--- src/rtl/dmem_arbiter.sv ---
// dmem_arbiter: shares one fixed-latency data-memory port between the CPU MEM stage and a debug/loader port.
module dmem_arbiter #(
  parameter int MEM_LATENCY = 1,
  parameter int STREAK_MAX = 4
) (
  input  logic        clk_i,
  input  logic        rst_i,
  input  logic        cpu_req_i,
  input  logic        cpu_we_i,
  input  logic [31:0] cpu_addr_i,
  input  logic [31:0] cpu_wdata_i,
  output logic [31:0] cpu_rdata_o,
  output logic        cpu_ack_o,
  output logic        cpu_stall_o,
  input  logic        dbg_req_i,
  input  logic        dbg_we_i,
  input  logic [31:0] dbg_addr_i,
  input  logic [31:0] dbg_wdata_i,
  output logic [31:0] dbg_rdata_o,
  output logic        dbg_ack_o,
  output logic        mem_en_o,
  output logic        mem_we_o,
  output logic [31:0] mem_addr_o,
  output logic [31:0] mem_wdata_o,
  input  logic [31:0] mem_rdata_i,
  output logic        busy_o
);
  localparam int CW = (MEM_LATENCY > 1) ? $clog2(MEM_LATENCY) : 1;
  localparam int SW = $clog2(STREAK_MAX + 1);
  typedef enum logic [1:0] {IDLE, ACCESS, DONE} state_t;
  state_t state;
  logic [CW-1:0] cnt;
  logic [SW-1:0] streak;
  logic owner, we, dbg_win;
  logic [31:0] addr, wdata;
  // debug only wins a contested slot once the CPU has used up its streak
  assign dbg_win = dbg_req_i & (~cpu_req_i | (streak == SW'(STREAK_MAX)));
  assign cpu_stall_o = cpu_req_i & ~cpu_ack_o;
  assign busy_o = state != IDLE;
  assign mem_we_o = (state == ACCESS) & we;
  assign mem_addr_o = addr;
  assign mem_wdata_o = wdata;
  always_ff @(posedge clk_i or posedge rst_i) begin
    if (rst_i) begin
      state <= IDLE;
      cnt <= '0;
      streak <= '0;
      owner <= 1'b0;
      we <= 1'b0;
      addr <= '0;
      wdata <= '0;
      mem_en_o <= 1'b0;
      cpu_ack_o <= 1'b0;
      dbg_ack_o <= 1'b0;
      cpu_rdata_o <= '0;
      dbg_rdata_o <= '0;
    end else begin
      mem_en_o <= 1'b0;
      cpu_ack_o <= 1'b0;
      dbg_ack_o <= 1'b0;
      case (state)
        IDLE: if (cpu_req_i | dbg_req_i) begin
          state <= ACCESS;
          owner <= dbg_win;
          we <= dbg_win ? dbg_we_i : cpu_we_i;
          addr <= dbg_win ? dbg_addr_i : cpu_addr_i;
          wdata <= dbg_win ? dbg_wdata_i : cpu_wdata_i;
          cnt <= CW'(MEM_LATENCY - 1);
          mem_en_o <= 1'b1;
          streak <= (~dbg_win & dbg_req_i) ? streak + 1'b1 : '0;
        end
        ACCESS: if (cnt == '0) begin
          state <= DONE;
          cpu_ack_o <= ~owner;
          dbg_ack_o <= owner;
          if (!we && owner) dbg_rdata_o <= mem_rdata_i;
          if (!we && !owner) cpu_rdata_o <= mem_rdata_i;
        end else cnt <= cnt - 1'b1;
        default: state <= IDLE;
      endcase
    end
  end
endmodule

--- config.mk ---
export PLATFORM = sky130hd
export DESIGN_NAME = dmem_arbiter
export DESIGN_NICKNAME = d
export VERILOG_FILES = /design/src/rtl/dmem_arbiter.sv
export SDC_FILE = /design/constraint.sdc
export NUM_CORES = 1
export LEC_CHECK = 0
export CAP_MARGIN = 20
export CORE_AREA = 3 3 129 131
export CTS_CLUSTER_SIZE = 14
export DETAILED_ROUTE_END_ITERATION = 16
export DIE_AREA = 0 0 132 134
export PLACE_DENSITY = 0.86
export SYNTH_ARGS = -nofsm -noshare
export SYNTH_HDL_FRONTEND = slang
export SYNTH_SLANG_ARGS = --single-unit
export TNS_END_PERCENT = 20
--- constraint.sdc ---
create_clock -name clk_i -period 5.75 [get_ports clk_i]
set_input_delay 0.8625 -clock clk_i [delete_from_list [all_inputs] [get_ports clk_i]]
set_output_delay 0.8625 -clock clk_i [all_outputs]
set_load 0.005 [all_outputs]
# [Word level (Yosys, flattened, before mapping)]
# Cells that the tools add are included.
[totals] output_inout_bits=134 elab_cells=57 regBits=139
[classes] reduce_logical=12 bitwise_logic=11 eq_ne=4 mux=16 n_addsub=2
[op_table] cell="$mux 32" n=2
[op_table] cell="$mux 1" n=9
[op_table] cell="$reduce_and 2->1" n=3
[op_table] cell="$reduce_and 3->1" n=2
[op_table] cell="$not 1->1" n=5
[op_table] cell="$and 1x1->1" n=4
[op_table] cell="$mux 2" n=2
[op_table] cell="$ne 2x2->1 const B" n=2
[op_table] cell="$pmux 2 s2" n=1
[op_table] cell="$reduce_bool 2->1" n=2
[op_table] cell="$add 3x1->3 const B" n=1
[op_table] cell="$eq 3x3->1 const B" n=1
[op_table] cell="$mux 3" n=1
[op_table] cell="$eq 2x1->1 const B" n=1
[op_table] cell="$logic_and 1x1->1" n=2
[op_table] cell="$logic_not 1->1" n=2
[op_table] cell="$logic_not 2->1" n=1
[op_table] cell="$or 1x1->1" n=2
[op_table] cell="$pmux 1 s2" n=1
[op_table] cell="$sub 1x1->1 const B" n=1

# [Depth between registers and ports, before layout]
[logic_depth] ltp_word=6 ltp_mapped=7 mapped_depth_nobuf=5

# [Least setup slack after synthesis]
# No wires, ideal clock.
[synth_timing] path_type="input to register" from="input port cpu_req_i" to="register wdata[15], in the netlist mem_wdata_o[15]" cell_stages=5 slack_ns=3.874 arrival_ns=1.731 t_required_ns=5.604 path_cell_list="a21boi_0 nor2_1 buf_2 clkbuf_1 o221ai_1"
[synth_between] elab_chain_cells=4
[synth_lines] item="start: declaration" line="8" text="input logic cpu_req_i,"
[synth_lines] item="$not 1->1" line="37" text="assign dbg_win = dbg_req_i & (~cpu_req_i | (streak == SW'(STREAK_MAX)));"
[synth_lines] item="$or 1x1->1" line="37"
[synth_lines] item="$and 1x1->1" line="37"
[synth_lines] item="$mux 32" line="67" text="wdata <= dbg_win ? dbg_wdata_i : cpu_wdata_i;"
[synth_lines] item="end signal: assignment" line="67"
[synth_lines] item="end: declaration" line="35" text="logic [31:0] addr, wdata;"
# Parallel ways exist; a longest one is shown, timed or not.
# A chain may end at the register's enable or synchronous reset.

# [Final worst setup path]
[layout_timing] from="input port cpu_req_i" to="output port cpu_stall_o"
[layout_between] elab_chain_cells=1
[layout_lines] item="$and 1x1->1" line="38" text="assign cpu_stall_o = cpu_req_i & ~cpu_ack_o;"
[layout_lines] item="end: declaration" line="14" text="output logic cpu_stall_o,"
# No other way between the ends.

==> run metrics <==
largest net degree at the start of global routing=approximately 100; Worst EP required=4.89 ns; Detailed Route Iter0 Violations=roughly 330; Yosys top cell area share=0.546; chip height=between 100 and 150 um; CP Launch Type=input port; total CTS buffers=17; Max IR drop VDD=about 290 uV; hold path depth=1; switching part of the total power=0.328; met2 GRT Util=0.347; Placement Setup Slack=2.59 ns; hold buffers post-CTS=0; Post-synth EDFFs=0; worst-path maximum fanout=4; top post-synthesis cells by count=dfrtp_1, inv_1, nand4_1; Flop pwr share=0.333; Post-synth top flop=dfrtp_1; DRC viols=0; Rel. slew slack=0.282; Netlist cell types=30; min-delay src=dbg_rdata_o[1]; share of total power in the clock network=0.202; gr ovfl total=0; Tcrit/Tclk final=0.529; final hold violation count=0; Final nets=slightly below 1,000; most common cell in the netlist=dfrtp_1; first-pass GRT wire length=30,500 um; DR vias=approximately 5,600; Worst R2R End=mem_addr_o[20]; Die ar.=17,700 um2; synth top area cells=dfrtp_1, o221ai_1, mux2_4; internal power=approximately 3500 uW; Root Buffer=clkbuf_16; CTS max path bufs=2; Final GP Congestion=0.778; Antenna diodes=0; Crit Path Class=input port to primary output; RSZ-0062 raised after global routing=false; final wirelength=19,100 um; num rows=46; status=completed; worst reg2reg path startpoint=state[0]; CTS resizes=0; die width=132 um; setup bufs post-CTS=0; CTS tree=yes; Synth Area in Adders=0.00395; met3 GRT Util=0.0776; worst-margin pin slew=1.08 ns; largest area contributor in the netlist=dfrtp_1; vias per cell=around 5.3; clock sinks=approximately 140; post-synthesis mux area share=0.131; CTS clk-pin slew, worst paths=around 0.06 ns; Logic pwr share=0.465; Max-Cap Viols=0; P_sw=about 1700 uW; XOR/XNOR Fraction of Synth Area=0; post-DR wirelength/cell=roughly 18 um; met1 Use GR=0.263; r2r worst-path depth=6; Pwr Density=522 nW/um2; CP arrival=about 2.2 ns; Worst-Skew Late Latency=0.41 ns; Syn Inst Count=approximately 550; Hold EP=dbg_rdata_o[1]; number of synthesized register bits=138; Post-synth ARST share=1.00; Final Max Slew Viols=0; largest family of logic cells by synthesized area=multiplexers; achievable clock frequency=about 330 MHz; Routed Antenna Nets=0; Mapped Area=around 6300 um2; Port Buf Inserts=299; Post-DP HPWL=about 13,000 um; setup_tns=0 ns; CP endpoint kind=primary output; CORE AREA=between 15,000 and 20,000 um2; Compound-Gate Fraction of Synth Area=0.0992; final setup vio count=0; Yosys Warn Count=0; min Tclk post-route=about 3.0 ns; sequential area share after synthesis=0.546; vias in the first global route=between 5,000 and 6,000; Top Usage Layer GRT=met2; I/O pin cnt=300; Global Route Usage Sum=0.214; share of layout cells above drive strength 1=0.135; static leakage=between 0.004 and 0.005 uW; Mapped Nets=719; hold crit path type=flip-flop to flip-flop; drt first pass iters=4; Post-Synth Simple-Gate Area=0.129; Layout area overhead=57.1%; initial antenna violation count=0; clock skew=0.00944 ns; Initial Util=0.403; R2R Setup Slk=approximately 3.2 ns; Synth Area per Inst=between 10 and 15 um2; fin worst setup slack=2.71 ns; H-tree levels=4
## cells by family (layout without fill, tap and decap cells)
kind of cell | Yosys count | count (layout)
multiplexers | 64 | 64
buffers and inverters | 130 | 413
adder cells (fa/ha/maj) | 2 | 2
flip-flops | 138 | 138
AND/OR/NAND/NOR | 145 | 145
AO/OA/AOI/OAI | 72 | 72
## cell usage in the layout (no fill, tap or decap), drive strengths merged, types with 3 or more instances in the layout
master,netlist,routed
nor2,6,6
nand3,65,65
o221ai,65,65
inv,73,82
clkdlybuf4s50,0,298
buf,28,10
clkbuf,29,18
clkinvlp,0,3
dfrtp,138,138
nand4,66,66
mux2,64,64
## cell type report
type / count / area [um2]
fill: 1234 / 5770
sequential: 138 / 3450
timing repair buffer: 308 / 3060
multi-input combinational: 283 / 2320
clock buffer: 18 / 439
inverter: 73 / 279
tap: 216 / 270
clock inverter: 14 / 124
## flip-flops by register name (all words and copies together), names as in the netlist
| name | flops |
|---|---|
| cpu_ack_o | 1 |
| owner | 1 |
| dbg_rdata_o | 32 |
| state | 2 |
| mem_en_o | 1 |
| we | 1 |
| mem_wdata_o | 32 |
| streak | 3 |
| dbg_ack_o | 1 |
| mem_addr_o | 32 |
| cpu_rdata_o | 32 |
## power groups by stage
stage | registers (uW) | logic (uW) | clock network (uW)
final | 1730 | 2410 | 1050
after global routing | 1790 | 2610 | 1110
after CTS | 1730 | 2440 | 1070
after detailed placement | 1750 | 2420 | 0
after global placement | 1720 | 2370 | 0
after floorplan | 1750 | 1110 | 0
## critical path, cell delays in order
cell and delay, ns:
clkdlybuf4s50_1 0.58, nor2b_1 0.20, clkdlybuf4s50_1 0.53
## per-stage QoR
step	std cells	area, um2	util	hold WS (ns)	total power [uW]
5_1_grt	1050	9940	0.633	0.522	5500
3_3_place_gp	1018	9380	0.597	0.469	4090
4_1_cts	1050	9940	0.633	0.506	5240
6_report	1050	9940	0.633	0.501	5190
3_5_place_dp	1018	9380	0.597	0.492	4170
2_1_floorplan	551	6330	-	0.470	2860
## routing by layer
metal,share of wire,wire [um]
met2,0.48,9120
met5,0,0
met4,0.027,522
met3,0.086,1650
met1,0.41,7830
## worst max-delay path by stage
stage | from | cells after the start | slack (ns) | to
floorplan | rst_i | 1 | 1.19 | cpu_ack_o
global route | state[0] | 4 | 2.65 | busy_o
detailed placement | cpu_req_i | 5 | 2.59 | mem_addr_o[20]
CTS | cpu_req_i | 3 | 2.69 | cpu_stall_o
finish | cpu_req_i | 3 | 2.71 | cpu_stall_o
global placement | cpu_req_i | 5 | 2.63 | mem_addr_o[7]
(Power assumes the default switching activity.)
